<file path="config.mk">
export PLATFORM = sky130hd
export DESIGN_NAME = data_mem_master_flat
export DESIGN_NICKNAME = d
export VERILOG_FILES = /design/src/rtl/data_mem_master_if.sv /design/src/rtl/data_mem_master.sv /design/src/flat_wrapper.sv
export SDC_FILE = /design/constraint.sdc
export NUM_CORES = 1
export LEC_CHECK = 0
export ABC_CLOCK_PERIOD_IN_PS = 3800
export CAP_MARGIN = 20
export CORE_MARGIN = 10
export CORE_UTILIZATION = 42
export DETAILED_ROUTE_END_ITERATION = 8
export PLACE_DENSITY_LB_ADDON = 0.15
export REMOVE_ABC_BUFFERS = 1
export SYNTH_ARGS = -nofsm -noshare
export SYNTH_HDL_FRONTEND = slang
export SYNTH_SLANG_ARGS = --single-unit
</file>
<file path="constraint.sdc">
create_clock -name Clk -period 3.8 [get_ports Clk]
set_clock_uncertainty 0.2 [all_clocks]
set_input_delay 0.76 -clock Clk [delete_from_list [all_inputs] [get_ports Clk]]
set_output_delay 0.76 -clock Clk [all_outputs]
set_load 0.02 [all_outputs]
</file>
<file path="src/rtl/data_mem_master_if.sv">
// Word-wide data-memory bus between the load/store controller (master) and the memory (slave).
interface data_mem_master_if #(
    parameter int ADDR_W = 32
);
    logic [ADDR_W-1:0] Address;
    logic [31:0]       writeData;
    logic              MemRead;
    logic              MemWrite;
    logic [31:0]       ReadData;

    modport master (
        output Address,
        output writeData,
        output MemRead,
        output MemWrite,
        input  ReadData
    );

    modport slave (
        input  Address,
        input  writeData,
        input  MemRead,
        input  MemWrite,
        output ReadData
    );
endinterface

</file>
<file path="src/rtl/data_mem_master.sv">
// Multi-cycle load/store controller for a word-only data memory (read-modify-write for sub-word stores).
// Optional load/store completion counters are enabled by defining DATA_MEM_MASTER_STATS_EN.
module data_mem_master #(
    parameter int RD_LAT = 1,
    parameter int ADDR_W = 32
) (
    input  logic              Clk,
    input  logic              Reset,
    input  logic              Req,
    input  logic              ReqWrite,
    input  logic [1:0]        ReqSize,
    input  logic              ReqSigned,
    input  logic [ADDR_W-1:0] ReqAddr,
    input  logic [31:0]       ReqWData,
    output logic              Busy,
    output logic              Done,
    output logic [31:0]       RData,
    output logic              AddrErr,
    data_mem_master_if.master mem
`ifdef DATA_MEM_MASTER_STATS_EN
    ,
    output logic [15:0]       LdCnt,
    output logic [15:0]       StCnt
`endif
);

    typedef enum logic [2:0] {
        S_IDLE,
        S_READ,
        S_WRITE,
        S_DONE,
        S_ERR
    } state_e;

    localparam logic [1:0] SZ_BYTE = 2'b00;
    localparam logic [1:0] SZ_HALF = 2'b01;
    localparam logic [1:0] SZ_WORD = 2'b10;
    localparam logic [1:0] LAST_CNT = 2'(RD_LAT - 1);

    state_e            state_q, state_d;
    logic              write_q, write_d;
    logic [1:0]        size_q, size_d;
    logic              sgn_q, sgn_d;
    logic [1:0]        off_q, off_d;
    logic [31:0]       wdata_q, wdata_d;
    logic [1:0]        cnt_q, cnt_d;
    logic [ADDR_W-1:0] address_q, address_d;
    logic [31:0]       wr_data_q, wr_data_d;
    logic [31:0]       rdata_q, rdata_d;
`ifdef DATA_MEM_MASTER_STATS_EN
    logic [15:0]       ld_cnt_q, ld_cnt_d;
    logic [15:0]       st_cnt_q, st_cnt_d;
`endif

    logic        misaligned;
    logic [7:0]  byte_lane;
    logic [15:0] half_lane;
    logic [31:0] load_val;
    logic [31:0] merged;

    // Lane extraction and store merge operate on the live ReadData, used only on the last READ cycle.
    // NOTE: every signal assigned in always_comb gets a default first; a missed path would infer a latch.
    always_comb begin
        byte_lane = mem.ReadData[{off_q, 3'b000} +: 8];
        half_lane = mem.ReadData[{off_q[1], 4'b0000} +: 16];
        load_val  = mem.ReadData;
        merged    = mem.ReadData;
        case (size_q)
            SZ_BYTE: begin
                load_val = sgn_q ? {{24{byte_lane[7]}}, byte_lane} : {24'b0, byte_lane};
                merged[{off_q, 3'b000} +: 8] = wdata_q[7:0];
            end
            SZ_HALF: begin
                load_val = sgn_q ? {{16{half_lane[15]}}, half_lane} : {16'b0, half_lane};
                merged[{off_q[1], 4'b0000} +: 16] = wdata_q[15:0];
            end
            default: merged = wdata_q;
        endcase
    end

    assign misaligned = (ReqSize == 2'b11)
                     || ((ReqSize == SZ_HALF) && ReqAddr[0])
                     || ((ReqSize == SZ_WORD) && (ReqAddr[1:0] != 2'b00));

    always_comb begin
        state_d   = state_q;
        write_d   = write_q;
        size_d    = size_q;
        sgn_d     = sgn_q;
        off_d     = off_q;
        wdata_d   = wdata_q;
        cnt_d     = cnt_q;
        address_d = address_q;
        wr_data_d = wr_data_q;
        rdata_d   = rdata_q;
`ifdef DATA_MEM_MASTER_STATS_EN
        ld_cnt_d  = ld_cnt_q;
        st_cnt_d  = st_cnt_q;
`endif
        case (state_q)
            S_IDLE: begin
                if (Req) begin
                    write_d = ReqWrite;
                    size_d  = ReqSize;
                    sgn_d   = ReqSigned;
                    off_d   = ReqAddr[1:0];
                    wdata_d = ReqWData;
                    cnt_d   = '0;
                    if (misaligned) begin
                        state_d = S_ERR;
                    end else begin
                        // Address only moves for a real access, so the memory sees it stable otherwise.
                        address_d = {ReqAddr[ADDR_W-1:2], 2'b00};
                        if (ReqWrite && (ReqSize == SZ_WORD)) begin
                            wr_data_d = ReqWData;
                            state_d   = S_WRITE;
                        end else begin
                            state_d = S_READ;
                        end
                    end
                end
            end
            S_READ: begin
                if (cnt_q == LAST_CNT) begin
                    if (write_q) begin
                        wr_data_d = merged;
                        state_d   = S_WRITE;
                    end else begin
                        rdata_d = load_val;
                        state_d = S_DONE;
                    end
                end else begin
                    cnt_d = cnt_q + 2'd1;
                end
            end
            S_WRITE: state_d = S_DONE;
            S_DONE: begin
                state_d = S_IDLE;
`ifdef DATA_MEM_MASTER_STATS_EN
                if (write_q) st_cnt_d = st_cnt_q + 16'd1;
                else         ld_cnt_d = ld_cnt_q + 16'd1;
`endif
            end
            S_ERR:   state_d = S_IDLE;
            default: state_d = S_IDLE;
        endcase
    end

    // NOTE: sequential state uses non-blocking assignments so every flop samples pre-edge values.
    always_ff @(posedge Clk) begin
        if (Reset) begin
            state_q   <= S_IDLE;
            write_q   <= 1'b0;
            size_q    <= 2'b00;
            sgn_q     <= 1'b0;
            off_q     <= 2'b00;
            wdata_q   <= '0;
            cnt_q     <= '0;
            address_q <= '0;
            wr_data_q <= '0;
            rdata_q   <= '0;
`ifdef DATA_MEM_MASTER_STATS_EN
            ld_cnt_q  <= '0;
            st_cnt_q  <= '0;
`endif
        end else begin
            state_q   <= state_d;
            write_q   <= write_d;
            size_q    <= size_d;
            sgn_q     <= sgn_d;
            off_q     <= off_d;
            wdata_q   <= wdata_d;
            cnt_q     <= cnt_d;
            address_q <= address_d;
            wr_data_q <= wr_data_d;
            rdata_q   <= rdata_d;
`ifdef DATA_MEM_MASTER_STATS_EN
            ld_cnt_q  <= ld_cnt_d;
            st_cnt_q  <= st_cnt_d;
`endif
        end
    end

    assign Busy          = (state_q != S_IDLE);
    assign Done          = (state_q == S_DONE) || (state_q == S_ERR);
    assign AddrErr       = (state_q == S_ERR);
    assign RData         = rdata_q;
    assign mem.Address   = address_q;
    assign mem.writeData = wr_data_q;
    assign mem.MemRead   = (state_q == S_READ);
    // A reset arriving during WRITE must suppress the write in that same cycle.
    assign mem.MemWrite  = (state_q == S_WRITE) && !Reset;
`ifdef DATA_MEM_MASTER_STATS_EN
    assign LdCnt         = ld_cnt_q;
    assign StCnt         = st_cnt_q;
`endif

endmodule
</file>
<file path="src/flat_wrapper.sv">
// flat-port wrapper written by rule: the top's interface ports become plain ports
module data_mem_master_flat 
#(
    parameter int RD_LAT = 1,
    parameter int ADDR_W = 32
)
  (Clk, Reset, Req, ReqWrite, ReqSize, ReqSigned, ReqAddr, ReqWData, Busy, Done, RData, AddrErr, mem_Address, mem_writeData, mem_MemRead, mem_MemWrite, mem_ReadData);
  data_mem_master_if #(.ADDR_W(ADDR_W)) mem_i ();
  input  logic Clk;
  input  logic Reset;
  input  logic Req;
  input  logic ReqWrite;
  input  logic [1:0] ReqSize;
  input  logic ReqSigned;
  input  logic [ADDR_W-1:0] ReqAddr;
  input  logic [31:0] ReqWData;
  output logic Busy;
  output logic Done;
  output logic [31:0] RData;
  output logic AddrErr;
  output wire logic [$bits(mem_i.Address)-1:0] mem_Address;
  output wire logic [$bits(mem_i.writeData)-1:0] mem_writeData;
  output wire logic [$bits(mem_i.MemRead)-1:0] mem_MemRead;
  output wire logic [$bits(mem_i.MemWrite)-1:0] mem_MemWrite;
  input wire logic [$bits(mem_i.ReadData)-1:0] mem_ReadData;
  assign mem_Address = mem_i.Address;
  assign mem_writeData = mem_i.writeData;
  assign mem_MemRead = mem_i.MemRead;
  assign mem_MemWrite = mem_i.MemWrite;
  assign mem_i.ReadData = mem_ReadData;
  data_mem_master #(.RD_LAT(RD_LAT), .ADDR_W(ADDR_W)) u_core (.Clk(Clk), .Reset(Reset), .Req(Req), .ReqWrite(ReqWrite), .ReqSize(ReqSize), .ReqSigned(ReqSigned), .ReqAddr(ReqAddr), .ReqWData(ReqWData), .Busy(Busy), .Done(Done), .RData(RData), .AddrErr(AddrErr), .mem(mem_i));
endmodule
</file>
==> results of run 1 <==
-- final cells by class --
type,instances,area [µm²]
timing repair buffer,220,2150
multi-input combinational,588,3650
clock buffer,19,453
sequential,137,2750
tap,216,270
fill,1474,6400
clock inverter,13,151
inverter,17,66.3
-- cell usage in the layout (no fill, tap or decap), types with 3 or more instances in the layout --
cell type        Yosys  layout
o41ai_1              4       4
nand2_1            184     184
inv_1               14      14
o2111ai_1            9       9
o211ai_1            18      18
nor3_1               3       3
dfxtp_1            137     135
a32o_1              33      33
clkbuf_16            0      17
a32oi_1              7       7
clkdlybuf4s50_1      0     200
clkinv_2             0       6
a21oi_1             87      87
ha_1                 6       6
nand3b_1             6       6
o2bb2ai_1            4       4
or2_2               32      32
bufinv_16            0       3
nand4_1              9       9
mux4_2               4       4
and3b_1              3       3
a211o_1              9       9
a311oi_1             3       3
a221o_1             20      20
o21ai_0             19      18
a211oi_1            20      20
buf_4                8      20
nand3_1              5       5
nor2_1              38      38
clkinvlp_4           0       3
mux2i_1             29      29
-- worst reg2reg max path: cells and delay by family, from the launching register on --
kind                     cells  cell delay (ns)
AO/OA/AOI/OAI                2             0.38
adder cells (fa/ha/maj)      1             0.36
flip-flops                   1             0.69
buffers and inverters        2             0.58
AND/OR/NAND/NOR              2             0.71
-- state kept, by name, summed over array words and instances, names as in the netlist --
name                  cells
u_core.RData             32
u_core.cnt_q              2
u_core.mem.Address       30
u_core.mem.writeData     32
u_core.off_q              2
u_core.sgn_q              1
u_core.size_q             2
u_core.state_q            3
u_core.wdata_q           32
u_core.write_q            1
-- report_power, final --
part / switching [W] / internal (W) / total, W
registers: 0.000122 / 0.00156 / 0.00169
logic: 0.000697 / 0.000531 / 0.00123
clock network: 0.000638 / 0.00106 / 0.00170
total: 0.00146 / 0.00315 / 0.00461
-- worst max path at each step --
stage | cells past startpoint | endpoint | from
after floorplan | 4 | u_core.mem.Address[10] | Req
after global placement | 6 | u_core.mem.writeData[26] | ReqSize[0]
after detailed placement | 6 | u_core.RData[19] | mem_ReadData[31]
after CTS | 3 | mem_MemRead | u_core.state_q[0]
after global routing | 3 | mem_MemRead | u_core.state_q[0]
final | 3 | mem_MemRead | u_core.state_q[0]
-- layer usage --
metal	up-vias	share of wire	global-route usage
met5	-	0	0
met4	0	0.014	0.0560
met3	22	0.10	0.0842
met2	323	0.46	0.341
met1	3237	0.43	0.281
li1	3281	-	-
-- logic make-up after synthesis --
kind of cell / count (synthesis)
AOI/OAI and AO/OA: 247
adders and majority gates: 6
buffers and inverters: 90
DFF: 137
muxes: 33
other: 1
and+or+nand+nor: 300
-- metrics by stage --
| step | power, W | TNS, ns | instance area [µm²] | hold WS [ns] |
|---|---|---|---|---|
| after floorplan | 0.00235 | -23.29 | 6440 | 0.230 |
| after global placement | 0.00293 | 0 | 8880 | 0.240 |
| after detailed placement | 0.00294 | 0 | 8880 | 0.247 |
| after CTS | 0.00463 | 0 | 9490 | 0.253 |
| after global routing | 0.00483 | 0 | 9490 | 0.274 |
| final | 0.00461 | 0 | 9490 | 0.251 |
==> qor_table.md, run 1 <==
| Result | This run |
|---|---|
| Worst-path clk slew | 0.06 ns |
| Post-layout worst setup margin | 0.674 ns |
| Remaining global-route overflow | 0 |
| Max-slew violations | 0 |
| Clock buffers created by TritonCTS | 17 |
| Share of the synthesized area in compound gates (AO/OA/AOI/OAI) | 0.262 |
| Tightest Pin Transition | 0.945 ns |
| Worst Reg-to-Reg Cells | 7 |
| DRC violations left | 0 |
| Antenna violations before repair | 0 |
| Die ar. | 21700 µm² |
| CTS tree | yes |
| Share of async-settable or async-resettable flops after synthesis | 0 |
| Cell accounting for the most synthesized area | dfxtp_1 |
| Synth-to-Final Area Change | 39.6% |
| Crit end category | output port |
| Initial Util | 0.428 |
| Fraction of final layout cells with drive strength greater than 1 | 0.103 |
| Largest net degree at the start of global routing | 70 |
| Synthesized area per cell | 8.35 µm² |
| Cell family with the largest share of critical-path delay | buffers and inverters |
| Hold Path Cell Cnt | 2 |
| Most frequent cell after synthesis | nand2_1 |
| Routed wirelength normalized by instance count | 20.0 µm |
| Run status | finished clean |
| Number of core rows | 46 |
| Critical Path Max Stage Delay | 0.66 ns |
| Reg2reg end | u_core.mem.writeData[30] |
| Clk buf depth | 2 |
| Worst min-delay path startpoint | u_core.mem.Address[17] |
| Most frequent cells after synthesis | 184 x nand2_1, 137 x dfxtp_1, 87 x a21oi_1, 38 x nor2_1, 35 x clkbuf_1 |
| Data arrival time of the critical path | 2.17 ns |
| Number of buffers and inverters on the critical path | 2 |
| Number of ports placed on the die boundary | 204 |
| Via count of the first global-routing pass | 6727 |
| CTS sink cnt | 137 |
| Setup violations, final | 0 |
| VDD IR max | 0.320 mV |
| Adder-cell share of the synthesized area | 0.0110 |
| Setup slack, reg-to-reg | 0.82 ns |
| Horizontal die dimension | 147 µm |
| Antenna cell count | 0 |
| Leading cell types by total area after synthesis | dfxtp_1 40%, nand2_1 10%, a21oi_1 6.4%, a32o_1 4.9%, mux2i_1 4.3% |
| Rel. slew slack | 0.368 |
| H-Tree Depth | 4 |
| Pre-CTS WS | 0.818 ns |
| Cells after DPL | 1178 |
| Total wire length | 24.2 mm |
| Ratio of final minimum period to clock period | 0.823 |
| Post-Syn Area | 6800 µm² |
| Wire length of the first global-routing pass | 38.4 mm |
| Yosys warning count | 0 |
| Dominant combinational cell family by area after synthesis | compound AO/OA/AOI/OAI gates |
| GR Util All Layers | 0.220 |
| Count of input and output buffers | 201 |
| Insertion delay of the later-clocked pin in the worst-skew pair | 0.42 ns |
| WP data required | 2.84 ns |
| Critical Path Slowest Stage Cell | clkdlybuf4s50_1 |
| Number of nets with antenna violations after routing | 0 |
| Gate Count Post-Synth | 814 |
| Standard cell core area | 15900 µm² |
| Crit Path Max Fanout | 16 |
| Critical path, cell by cell | nand3b_4, inv_2, clkdlybuf4s50_1 |
| Unique cell type count in the Yosys netlist | 61 |
| Drt pass-1 iters | 7 |
| Quantity of gates resized following cts | 0 |
| Top_reg_cell synth | dfxtp_1 |
| Highest Clock Rate | 320 MHz |
| Final critical-path required period | 3.13 ns |
| Cell Count, Final, Fillers Out | 1210 |
| Mux contribution to synthesized area | 0.0560 |
| Clock Tree Root | clkbuf_16 |
| Hold Crit Class | register to register |
| Die Height | 147 µm |
| Number of synthesized register bits | 137 |
| Placer congestion estimate | 0.830 |
| Number of enable-type register cells in the synthesized netlist | 0 |
| RSZ-0062 raised after global routing | false |
| Half-perimeter wire length after placement | 16.8 mm |
| Final layout net count | 1090 |
| Leak | 3.28 nW |
| Overall via count from detail_route | 6863 |
| P per Cell Area | 486 nW/µm² |
| Top cell type's share of synthesized area | 0.403 |
| Starting DRC count in detailed routing | 605 |
| End point of the worst hold path | u_core.mem.Address[17] |
| Count of final hold-check violations | 0 |
| Setup bufs post-CTS | 0 |
| Vias per cell | 5.67 |
| Launching point of the worst reg2reg path | u_core.off_q[1] |
| Worst Setup Path Type | register to output port |
| Sequential fraction of the synthesis area | 0.403 |
| Xor/xnor cell area share of the yosys netlist | 0 |
| Launching element type of the critical path | register |
| Layout Utilization | 0.597 |
| Max-capacitance violation count | 0 |
| Hold buffer count at CTS | 0 |
| Post-Synth Simple-Gate Area | 0.204 |
No activity file was read; power rests on OpenSTA's default activity.
==> inputs of run 2 (changes only) <==
--- a/config.mk
+++ b/config.mk
@@ -5,7 +5,7 @@
 export SDC_FILE = /design/constraint.sdc
 export NUM_CORES = 1
 export LEC_CHECK = 0
-export ABC_CLOCK_PERIOD_IN_PS = 3800
+export ABC_CLOCK_PERIOD_IN_PS = 3200
 export CAP_MARGIN = 20
 export CORE_MARGIN = 10
 export CORE_UTILIZATION = 42
==> constraint.sdc (replaced) <==
create_clock -name Clk -period 3.2 [get_ports Clk]
set_clock_uncertainty 0.2 [all_clocks]
set_input_delay 0.64 -clock Clk [delete_from_list [all_inputs] [get_ports Clk]]
set_output_delay 0.64 -clock Clk [all_outputs]
set_load 0.02 [all_outputs]
==> run 2 against run 1 <==
Via count about the same. Cell count is 0.41% higher. Critical path type unchanged. Routed wire length is essentially flat. Sequential cell count is the same.
==> qor_table.md, run 2 (synthesized netlist as in run 1, its figures left out) <==
| Result | This run | Delta |
|---|---|---|
| Layout Utilization | 0.604 | +0.00670 |
| Max-capacitance violation count | 0 | unchanged |
| Quantity of gates resized following cts | 0 | unchanged |
| Pre-CTS WS | 0.363 ns | -0.455 ns |
| Fraction of power consumed by sequential logic | 0.352 | -0.014 |
| Critical Path Slowest Stage Cell | clkdlybuf4s50_1 |  |
| Internal cell power | 0.00389 W | +23% |
| P per Cell Area | 588 nW/µm² | +21% |
| Placer congestion estimate | 0.876 | +5.5% |
| Horizontal die dimension | 147 µm | unchanged |
| Number of core rows | 46 | unchanged |
| Die ar. | 21700 µm² | unchanged |
| Insertion delay of the later-clocked pin in the worst-skew pair | 0.43 ns | about the same |
| Synth-to-Final Area Change | 41.2% |  |
| Crit end category | output port |  |
| CTS tree | yes |  |
| Hold Path Cell Cnt | 2 | unchanged |
| Die Height | 147 µm | unchanged |
| CTS sink cnt | 137 | unchanged |
| Clock Tree Root | clkbuf_16 |  |
| Worst Setup Path Type | register to output port |  |
| GR Util All Layers | 0.218 | -0.00241 |
| Switch share | 0.310 | -0.00548 |
| VDD IR max | 0.404 mV | +26% |
| Max-slew violations | 0 | unchanged |
| H-Tree Depth | 4 | unchanged |
| Overall via count from detail_route | 6868 | +0.073% |
| Commonest cells after routing, fill and taps aside | 200 x clkdlybuf4s50_1, 184 x nand2_1, 135 x dfxtp_1 |  |
| Count of final hold-check violations | 0 | unchanged |
| Setup violations, final | 0 | unchanged |
| Cell family with the largest share of critical-path delay | buffers and inverters |  |
| Final layout net count | 1095 | +0.46% |
| RSZ-0062 raised after global routing | false |  |
| Setup bufs post-CTS | 0 | unchanged |
| Combinational cell fraction of total power | 0.265 | about the same |
| Worst Reg-to-Reg Cells | 6 | -1 |
| Worst-path clk slew | 0.06 ns | about the same |
| Starting DRC count in detailed routing | 410 | -32% |
| Number of nets with antenna violations after routing | 0 | unchanged |
| Post-layout worst setup margin | 0.264 ns | -0.410 ns |
| Highest Clock Rate | 341 MHz |  |
| Number of ports placed on the die boundary | 204 | unchanged |
| Final critical-path required period | 2.94 ns |  |
| Fraction of final layout cells with drive strength greater than 1 | 0.107 | +0.00449 |
| Critical Path Max Stage Delay | 0.64 ns | -0.02 ns |
| Total wire length | 24.2 mm | about the same |
| Initial Util | 0.428 | unchanged |
| Launching point of the worst reg2reg path | u_core.off_q[1] |  |
| Leak | 3.33 nW | +1.6% |
| Reg2reg end | u_core.mem.writeData[31] |  |
| Hold Crit Class | register to register |  |
| Number of buffers and inverters on the critical path | 2 | unchanged |
| Total of fill cells in the finished design | 1462 | -0.81% |
| Run status | finished clean |  |
| Routed wirelength normalized by instance count | 19.9 µm | -0.37% |
| Setup TNS | 0 ns | unchanged |
| WP data required | 2.36 ns | -0.48 ns |
| Count of input and output buffers | 201 | unchanged |
| Largest net degree at the start of global routing | 114 | +63% |
| Vias per cell | 5.65 | -0.34% |
| Most common cell after layout, fill and taps aside | clkdlybuf4s50_1 |  |
| Ratio of final minimum period to clock period | 0.917 |  |
| Critical path, cell by cell | nand3b_4, inv_2, clkdlybuf4s50_1 |  |
| Switching power summed over all nets | 0.00175 W | +20% |
| Launching element type of the critical path | register |  |
| DRC violations left | 0 | unchanged |
| Clk buf depth | 2 | unchanged |
| Wire length of the first global-routing pass | 38.0 mm | -1.0% |
| Remaining global-route overflow | 0 | unchanged |
| Rel. slew slack | 0.455 | +0.0868 |
| End point of the worst hold path | u_core.mem.Address[15] |  |
| Data arrival time of the critical path | 2.10 ns | -0.07 ns |
| Worst min-delay path startpoint | u_core.mem.Address[15] |  |
| Clock network fraction of total power | 0.383 | +0.015 |
| Antenna violations before repair | 1 | +1 |
| Standard cell core area | 15900 µm² | unchanged |
| Antenna cell count | 0 | unchanged |
| Setup slack, reg-to-reg | 0.61 ns | -0.21 ns |
| Hold buffer count at CTS | 0 | unchanged |
| Half-perimeter wire length after placement | 16.6 mm | -1.4% |
| Tightest Pin Transition | 0.813 ns | -0.132 ns |
| Drt pass-1 iters | 5 | -2 |
| Via count of the first global-routing pass | 6683 | -0.65% |
| Clock buffers created by TritonCTS | 17 | unchanged |
| Crit Path Max Fanout | 12 | -4 |
==> run 2: power groups by stage <==
| stage | clock (W) | combinational [W] | sequential [W] |
|---|---|---|---|
| floorplan | 0 | 0.000662 | 0.00213 |
| global route | 0.00226 | 0.00162 | 0.00201 |
| detailed placement | 0 | 0.00149 | 0.00202 |
| global placement | 0 | 0.00147 | 0.00202 |
| finish | 0.00216 | 0.00149 | 0.00199 |
| CTS | 0.00218 | 0.00150 | 0.00198 |
==> run 2: cell type report <==
type | instances | area (µm²) | share of cell area
well taps | 216 | 270 | 0.0282
inverters | 17 | 66.3 | 0.00691
clock inverters | 11 | 168 | 0.0175
flip-flops and latches | 137 | 2750 | 0.286
multi-input cells | 588 | 3650 | 0.380
repair buffers | 225 | 2210 | 0.231
clock buffers | 21 | 480 | 0.0501
==> run 2: worst reg2reg max path: cells and delay by family, from the launching register on <==
kind | cells | cell delay (ns)
adders and majority gates | 1 | 0.28
DFF | 1 | 0.32
and+or+nand+nor | 2 | 1.17
buffers and inverters | 1 | 0.13
AOI/OAI and AO/OA | 2 | 0.43
==> run 2: how the worst max path moves through the flow <==
stage / slack, ns / from / depth (start not counted) / endpoint
floorplan: -1.26 / Req / 4 / u_core.mem.Address[10]
global placement: 0.40 / ReqSize[0] / 6 / u_core.mem.writeData[30]
detailed placement: 0.36 / ReqSize[0] / 6 / u_core.mem.writeData[10]
CTS: 0.25 / u_core.state_q[0] / 3 / mem_MemRead
global route: 0.16 / u_core.state_q[0] / 3 / mem_MemRead
finish: 0.26 / u_core.state_q[0] / 3 / mem_MemRead
==> run 2: metal layers <==
| metal | up-vias | track usage | part of all wire |
|---|---|---|---|
| met5 | - | 0 | 0.00041 |
| met4 | 2 | 0.0545 | 0.012 |
| met3 | 22 | 0.0952 | 0.11 |
| met2 | 283 | 0.338 | 0.46 |
| met1 | 3269 | 0.270 | 0.42 |
| li1 | 3292 | - | - |
==> run 2: through the flow <==
stage | cells | hold slack (ns) | power (W) | area (µm²)
floorplan | 742 | 0.230 | 0.00279 | 6440
global placement | 1182 | 0.240 | 0.00349 | 8940
detailed placement | 1183 | 0.246 | 0.00351 | 8950
CTS | 1215 | 0.254 | 0.00566 | 9600
global route | 1215 | 0.270 | 0.00588 | 9600
finish | 1215 | 0.252 | 0.00564 | 9600
==> inputs of run 3 (changes only) <==
--- a/config.mk
+++ b/config.mk
@@ -10,6 +10,7 @@
 export CORE_MARGIN = 10
 export CORE_UTILIZATION = 42
 export DETAILED_ROUTE_END_ITERATION = 8
+export GPL_ROUTABILITY_DRIVEN = 1
 export PLACE_DENSITY_LB_ADDON = 0.15
 export REMOVE_ABC_BUFFERS = 1
 export SYNTH_ARGS = -nofsm -noshare
==> results of run 3 <==
Same layout as run 2: the final DEF is identical, and so are final timing and power.
